[config.mk]
export PLATFORM = sky130hd
export DESIGN_NAME = wb_stage_hs
export DESIGN_NICKNAME = d
export VERILOG_FILES = /design/src/rtl/wb_stage_hs_pkg.sv /design/src/rtl/wb_stage_hs_load_align.sv /design/src/rtl/wb_stage_hs.sv
export SDC_FILE = /design/constraint.sdc
export NUM_CORES = 1
export LEC_CHECK = 0
export CAP_MARGIN = 15
export CORE_MARGIN = 5
export CORE_UTILIZATION = 42
export CTS_CLUSTER_DIAMETER = 80
export DETAILED_ROUTE_END_ITERATION = 10
export PLACE_DENSITY = 0.81
export SYNTH_ARGS = -nofsm -noshare
export SYNTH_HDL_FRONTEND = slang
export SYNTH_SLANG_ARGS = --single-unit
export TNS_END_PERCENT = 100
[constraint.sdc]
create_clock -name clk -period 2.35 [get_ports clk]
set_input_delay 0.3525 -clock clk [delete_from_list [all_inputs] [get_ports clk]]
set_output_delay 0.3525 -clock clk [all_outputs]
set_load 0.1 [all_outputs]
[src/rtl/wb_stage_hs_pkg.sv]
// Shared definitions for the writeback stage.
//   result_src_e : result source select encodings
//   F3_*         : load funct3 codes
//   wb_entry_t   : writeback entry layout {regwrite, rd, wdata} at the default
//                  core widths (XLEN=32, REG_AW=5)
//   occ_state_e  : occupancy of the output/skid pipeline
package core_pkg;

  typedef enum logic [1:0] {
    RS_ALU  = 2'b00,
    RS_LOAD = 2'b01,
    RS_PC4  = 2'b10,
    RS_IMM  = 2'b11
  } result_src_e;

  localparam logic [2:0] F3_LB  = 3'b000;
  localparam logic [2:0] F3_LH  = 3'b001;
  localparam logic [2:0] F3_LW  = 3'b010;
  localparam logic [2:0] F3_LD  = 3'b011;
  localparam logic [2:0] F3_LBU = 3'b100;
  localparam logic [2:0] F3_LHU = 3'b101;
  localparam logic [2:0] F3_LWU = 3'b110;

  typedef struct packed {
    logic        regwrite;
    logic [4:0]  rd;
    logic [31:0] wdata;
  } wb_entry_t;

  typedef enum logic [1:0] {
    ST_EMPTY = 2'b00,
    ST_ONE   = 2'b01,
    ST_TWO   = 2'b10
  } occ_state_e;

endpackage

[src/rtl/wb_stage_hs_load_align.sv]
// load_align: combinational load formatter.
//   data   : raw aligned memory word
//   off    : byte offset within the word (low address bits)
//   funct3 : load size/sign code
//   result : extracted and sign/zero-extended load value
// LWU/LD only exist for XLEN=64; for XLEN=32 they pass data through unchanged.
module load_align
  import core_pkg::*;
#(
  parameter int unsigned XLEN = 32
) (
  input  logic [XLEN-1:0]              data,
  input  logic [$clog2(XLEN/8)-1:0]    off,
  input  logic [2:0]                   funct3,
  output logic [XLEN-1:0]              result
);

  localparam int unsigned OW = $clog2(XLEN/8);

  logic [7:0]  byteSel;
  logic [15:0] halfSel;
  logic [31:0] wordSel;

  assign byteSel = data[8*off +: 8];
  assign halfSel = data[16*off[OW-1:1] +: 16];

  generate
    if (XLEN == 64) begin : gWord64
      assign wordSel = data[32*off[OW-1] +: 32];
    end else begin : gWord32
      assign wordSel = data[31:0];
    end
  endgenerate

  always_comb begin
    result = data;
    case (funct3)
      F3_LB:  result = XLEN'($signed(byteSel));
      F3_LBU: result = XLEN'(byteSel);
      F3_LH:  result = XLEN'($signed(halfSel));
      F3_LHU: result = XLEN'(halfSel);
      F3_LW:  if (XLEN == 64) result = XLEN'($signed(wordSel));
      F3_LWU: if (XLEN == 64) result = XLEN'(wordSel);
      default: result = data;
    endcase
  end

endmodule

[src/rtl/wb_stage_hs.sv]
// wb_stage_hs: writeback stage with valid/ready input, result mux, load
// formatting and a 2-deep (out + skid) pipeline toward the register file.
//   clk, rst (sync, active-high)
//   in_*      : retiring instruction from MEM (in_valid/in_ready handshake)
//   rf_*      : register-file write port (rf_valid/rf_ready handshake),
//               rf_we suppressed for x0 or regwrite=0
//   fwd_*     : WB->EX bypass of the out register; only driven when the
//               macro WB_FWD_EN is defined, otherwise tied to 0
//   instret   : retired instruction count (wraps)
module wb_stage_hs
  import core_pkg::*;
#(
  parameter int unsigned XLEN   = 32,
  parameter int unsigned REG_AW = 5,
  parameter int unsigned CNT_W  = 64
) (
  input  logic              clk,
  input  logic              rst,
  input  logic              in_valid,
  output logic              in_ready,
  input  logic              in_regwrite,
  input  logic [1:0]        in_result_src,
  input  logic [XLEN-1:0]   in_alu_result,
  input  logic [XLEN-1:0]   in_read_data,
  input  logic [XLEN-1:0]   in_pc_plus4,
  input  logic [XLEN-1:0]   in_imm,
  input  logic [2:0]        in_funct3,
  input  logic [REG_AW-1:0] in_rd,
  output logic              rf_valid,
  input  logic              rf_ready,
  output logic              rf_we,
  output logic [REG_AW-1:0] rf_rd,
  output logic [XLEN-1:0]   rf_wdata,
  output logic              fwd_valid,
  output logic [REG_AW-1:0] fwd_rd,
  output logic [XLEN-1:0]   fwd_data,
  output logic [CNT_W-1:0]  instret
);

  // Same layout as wb_entry_t, sized by this instance's parameters.
  typedef struct packed {
    logic              regwrite;
    logic [REG_AW-1:0] rd;
    logic [XLEN-1:0]   wdata;
  } entry_t;

  occ_state_e state, stateNext;
  entry_t     outE, skidE, inE;

  logic [XLEN-1:0] loadData;
  logic [XLEN-1:0] resultMux;
  logic            accept, retire, rfValidInt;
  logic            loadOut, loadSkid, skidToOut;

  load_align #(.XLEN(XLEN)) uLoadAlign (
    .data   (in_read_data),
    .off    (in_alu_result[$clog2(XLEN/8)-1:0]),
    .funct3 (in_funct3),
    .result (loadData)
  );

  always_comb begin
    resultMux = in_alu_result;
    case (result_src_e'(in_result_src))
      RS_ALU:  resultMux = in_alu_result;
      RS_LOAD: resultMux = loadData;
      RS_PC4:  resultMux = in_pc_plus4;
      RS_IMM:  resultMux = in_imm;
      default: resultMux = in_alu_result;
    endcase
  end

  assign inE = '{regwrite: in_regwrite, rd: in_rd, wdata: resultMux};

  // Masking with rst keeps the port quiet during the reset cycle itself,
  // before the synchronous clear has taken effect.
  assign rfValidInt = (state != ST_EMPTY) && !rst;
  assign in_ready   = (state != ST_TWO);
  assign accept     = in_valid && in_ready;
  assign retire     = rfValidInt && rf_ready;

  assign rf_valid = rfValidInt;
  assign rf_we    = rfValidInt && outE.regwrite && (outE.rd != '0);
  assign rf_rd    = outE.rd;
  assign rf_wdata = outE.wdata;

`ifdef WB_FWD_EN
  assign fwd_valid = rf_we;
  assign fwd_rd    = outE.rd;
  assign fwd_data  = outE.wdata;
`else
  assign fwd_valid = 1'b0;
  assign fwd_rd    = '0;
  assign fwd_data  = '0;
`endif

  always_comb begin
    stateNext = state;
    loadOut   = 1'b0;
    loadSkid  = 1'b0;
    skidToOut = 1'b0;
    case (state)
      ST_EMPTY: begin
        if (accept) begin
          stateNext = ST_ONE;
          loadOut   = 1'b1;
        end
      end
      ST_ONE: begin
        if (accept && retire) begin
          loadOut = 1'b1;
        end else if (accept) begin
          stateNext = ST_TWO;
          loadSkid  = 1'b1;
        end else if (retire) begin
          stateNext = ST_EMPTY;
        end
      end
      ST_TWO: begin
        if (retire) begin
          stateNext = ST_ONE;
          skidToOut = 1'b1;
        end
      end
      default: stateNext = ST_EMPTY;
    endcase
  end

  always_ff @(posedge clk) begin
    if (rst) begin
      state   <= ST_EMPTY;
      outE    <= '0;
      skidE   <= '0;
      instret <= '0;
    end else begin
      state <= stateNext;
      if (loadOut) begin
        outE <= inE;
      end else if (skidToOut) begin
        outE <= skidE;
      end
      if (loadSkid) begin
        skidE <= inE;
      end
      if (retire) begin
        instret <= instret + CNT_W'(1);
      end
    end
  end

endmodule

==> metrics <==
Net Sw Power 2.344 mW; post-CTS resize count 0; power share of the combinational group 25.3%; number of synthesized flops with an enable pin 0; Power Dens Cells 628.0 mW/mm²; crit path launch state[1]; Hold Slack 0.4524 ns; Crit Path Category reg -> out; Slew @ Worst Pin 0.7775 ns; fraction of layout cells with a size suffix above 1 22.32%; synth cell count leaders dfxtp_1, nand2_1, nor2_1; critical path required time 2.00 ns; Top Ports 285; Max stage delay cell, worst path o21bai_1; Hold Path Class reg -> reg; initial antenna violation count 0; Tcrit/Tclk final 95.33%; number of setup violations in the final report 0; crit start category flop; worst-path cell chain o21bai_1, inv_1, o311a_2, buf_12; site row count 51; met2 global-route usage 38.80%; Tmin final 2.240 ns; Clock transition at path regs 0.06 ns; Mapped Avg Cell Area 7.933 µm²; Placement Cell Area 0.01069 mm²; Rel. slew slack 48.17%; Pre-antenna DRT Iters 5; Die Y 149.6 µm; CP max FO 11; clock power share 38.5%; FF-to-FF path depth 7; Remaining DRCs 0; Placer Congestion 0.8904; met1 usage 28.30%; Bufs on Longest Clock Path 2; Area contributors post-synth dfxtp_1, buf_4, nand2_1; Final ANT Viol Nets 0; reg2reg end instret[59]; most used routing layer met2; synthesis-to-finish area growth 37.92%; CP Data Arrival Time 1.89 ns; Initial Utilization 42.34%; R2R Setup Slk 0.19 ns; clock sink count 142; Net count, final 1391; Reg power frac 36.2%; hpwl dp 19.93 mm; most area-hungry cell type in the Yosys netlist dfxtp_1; Clk Latency, worst-skew pair 0.43 ns; Netlist Area Pre-Place 0.008187 mm²; Buffers on Ports 246; DR vias 8490; Unique masters post-synth 62; routed length per instance 17.36 µm; Switching Share 33.05%; H-tree depth 4; Synth Register Bits 142; grt ovf 0; max incr delay on CP 0.45 ns; 1st-iter DRT viols 489; WP buf/inv 2; Max Freq 446.4 MHz; Worst setup EP type output port; post-route cell area 0.01129 mm²; Slew Viols, Final 0; register area share after synthesis 34.72%; unrepaired setup endpoints after global routing no; Max Cap Viol 0; Die W 149.6 µm; GRT Util Overall 23.19%; pin count of the biggest net entering global routing 77; fraction of registers with async set/reset 0%; Antenna Cells 0; peak supply drop 0.4442 mV; hold-critical path depth 2; warnings from Yosys 0; clock skew 0.009784 ns; met3 Usage GRT 6.299%; first-pass GRT wire length 41.61 mm; synthesized instance count 1032; DIE AREA 0.02238 mm²; end of the worst hold path skidE[37]; Final Power 7.090 mW; Hold Vio Cnt, Final 0; count leader, synth dfxtp_1; CTS buffer count 17; Primary FF master, synth dfxtp_1; Yosys top cell area share 34.72%; worst hold start skidE[37]; Pint 4.747 mW; DR vias/cell 5.571; core area 0.01933 mm²; FF-to-FF Start instret[5]; CTS tree done; Root Buffer clkbuf_16; Setup Buffers After CTS 0; Stages on worst setup path 4; Crit path max-delay family compound AO/OA/AOI/OAI gates; Pleak 4.338 nW; Routed Wire Length 26.45 mm; vias in the first global route 8125; status complete, no violations; cts hold-fix bufs 0
stage by stage:
| step | cells | setup WS (ns) | TNS, ns | utilization [%] |
|---|---|---|---|---|
| CTS | 1524 | 0.004750 | 0 | 58.39 |
| global route | 1524 | 0.009539 | 0 | 58.40 |
| floorplan | 1069 | -0.03759 | -0.03759 | - |
| detailed placement | 1493 | -0.1060 | -1.680 | 55.30 |
| global placement | 1493 | -0.09143 | -0.9566 | 55.30 |
| finish | 1524 | 0.1098 | 0 | 58.40 |
flip-flops by register name, summed over array words and instances, names as in the netlist:
register	count
rf_rd	5
outE	1
state	2
rf_wdata	32
instret	64
skidE	38
worst min-delay path, delay by kind of cell (launching register included):
family / cells / cell delay [ns]
AOI/OAI and AO/OA: 1 / 0.05
DFF: 1 / 0.31
and+or+nand+nor: 1 / 0.05
power groups by stage:
stage	clock network, mW	registers (mW)	logic (mW)
finish	2.73	2.57	1.79
CTS	2.77	2.57	1.79
global route	2.88	2.58	1.88
floorplan	0	2.62	1.32
detailed placement	0	2.62	1.78
global placement	0	2.62	1.77
cells in the final DEF, fill, tap and decap left out, types with 7 or more instances in the layout:
cell type / count
or4_1: 22
a211oi_1: 23
o21ai_0: 40
nand2_1: 121
nor2b_1: 14
xor2_1: 18
conb_1: 38
nand3_1: 27
dfxtp_2: 49
o31ai_1: 24
dfxtp_1: 93
or3_1: 13
mux2i_1: 29
o21ai_1: 7
nand4_1: 19
and3_1: 32
inv_1: 16
buf_4: 153
nor3_1: 14
nand2b_1: 7
xnor2_1: 9
clkdlybuf4s50_1: 140
nor2_1: 98
a311oi_1: 43
a21oi_1: 78
buf_12: 13
clkbuf_16: 17
cell families after synthesis:
kind of cell | count (synthesis) | synth area share (%)
xor gates and xnor gates | 27 | 2.889
buffers and inverters | 164 | 11.25
DFF | 142 | 34.72
AOI/OAI and AO/OA | 258 | 20.97
other | 1 | 0.04581
adders and majority gates | 1 | 0.1528
and+or+nand+nor | 402 | 25.05
muxes | 37 | 4.921
layer usage:
layer / part of all wire (%) / up-vias / wire, µm
met5: 0 / - / 0
met4: 3.2 / 0 / 851
met3: 9.4 / 58 / 2477
met2: 48 / 397 / 12750
met1: 39 / 3970 / 10380
li1: - / 4065 / -
how the worst max path moves through the flow:
stage / end / slack [ns]
floorplan: instret[63] / -0.04
global route: rf_we / 0.01
CTS: rf_we / 0.005
detailed placement: instret[59] / -0.11
global placement: instret[63] / -0.09
finish: rf_we / 0.11
area by class of cell:
cell class | count | area (µm²)
repair buffers | 307 | 2815
clock inverters | 13 | 167.7
flip-flops and latches | 142 | 2904
multi-input cells | 763 | 4583
fillers | 1737 | 8044
clock buffers | 18 | 429.2
well taps | 265 | 331.6
inverters | 16 | 60.06
No activity file was read; power rests on OpenSTA's default activity.
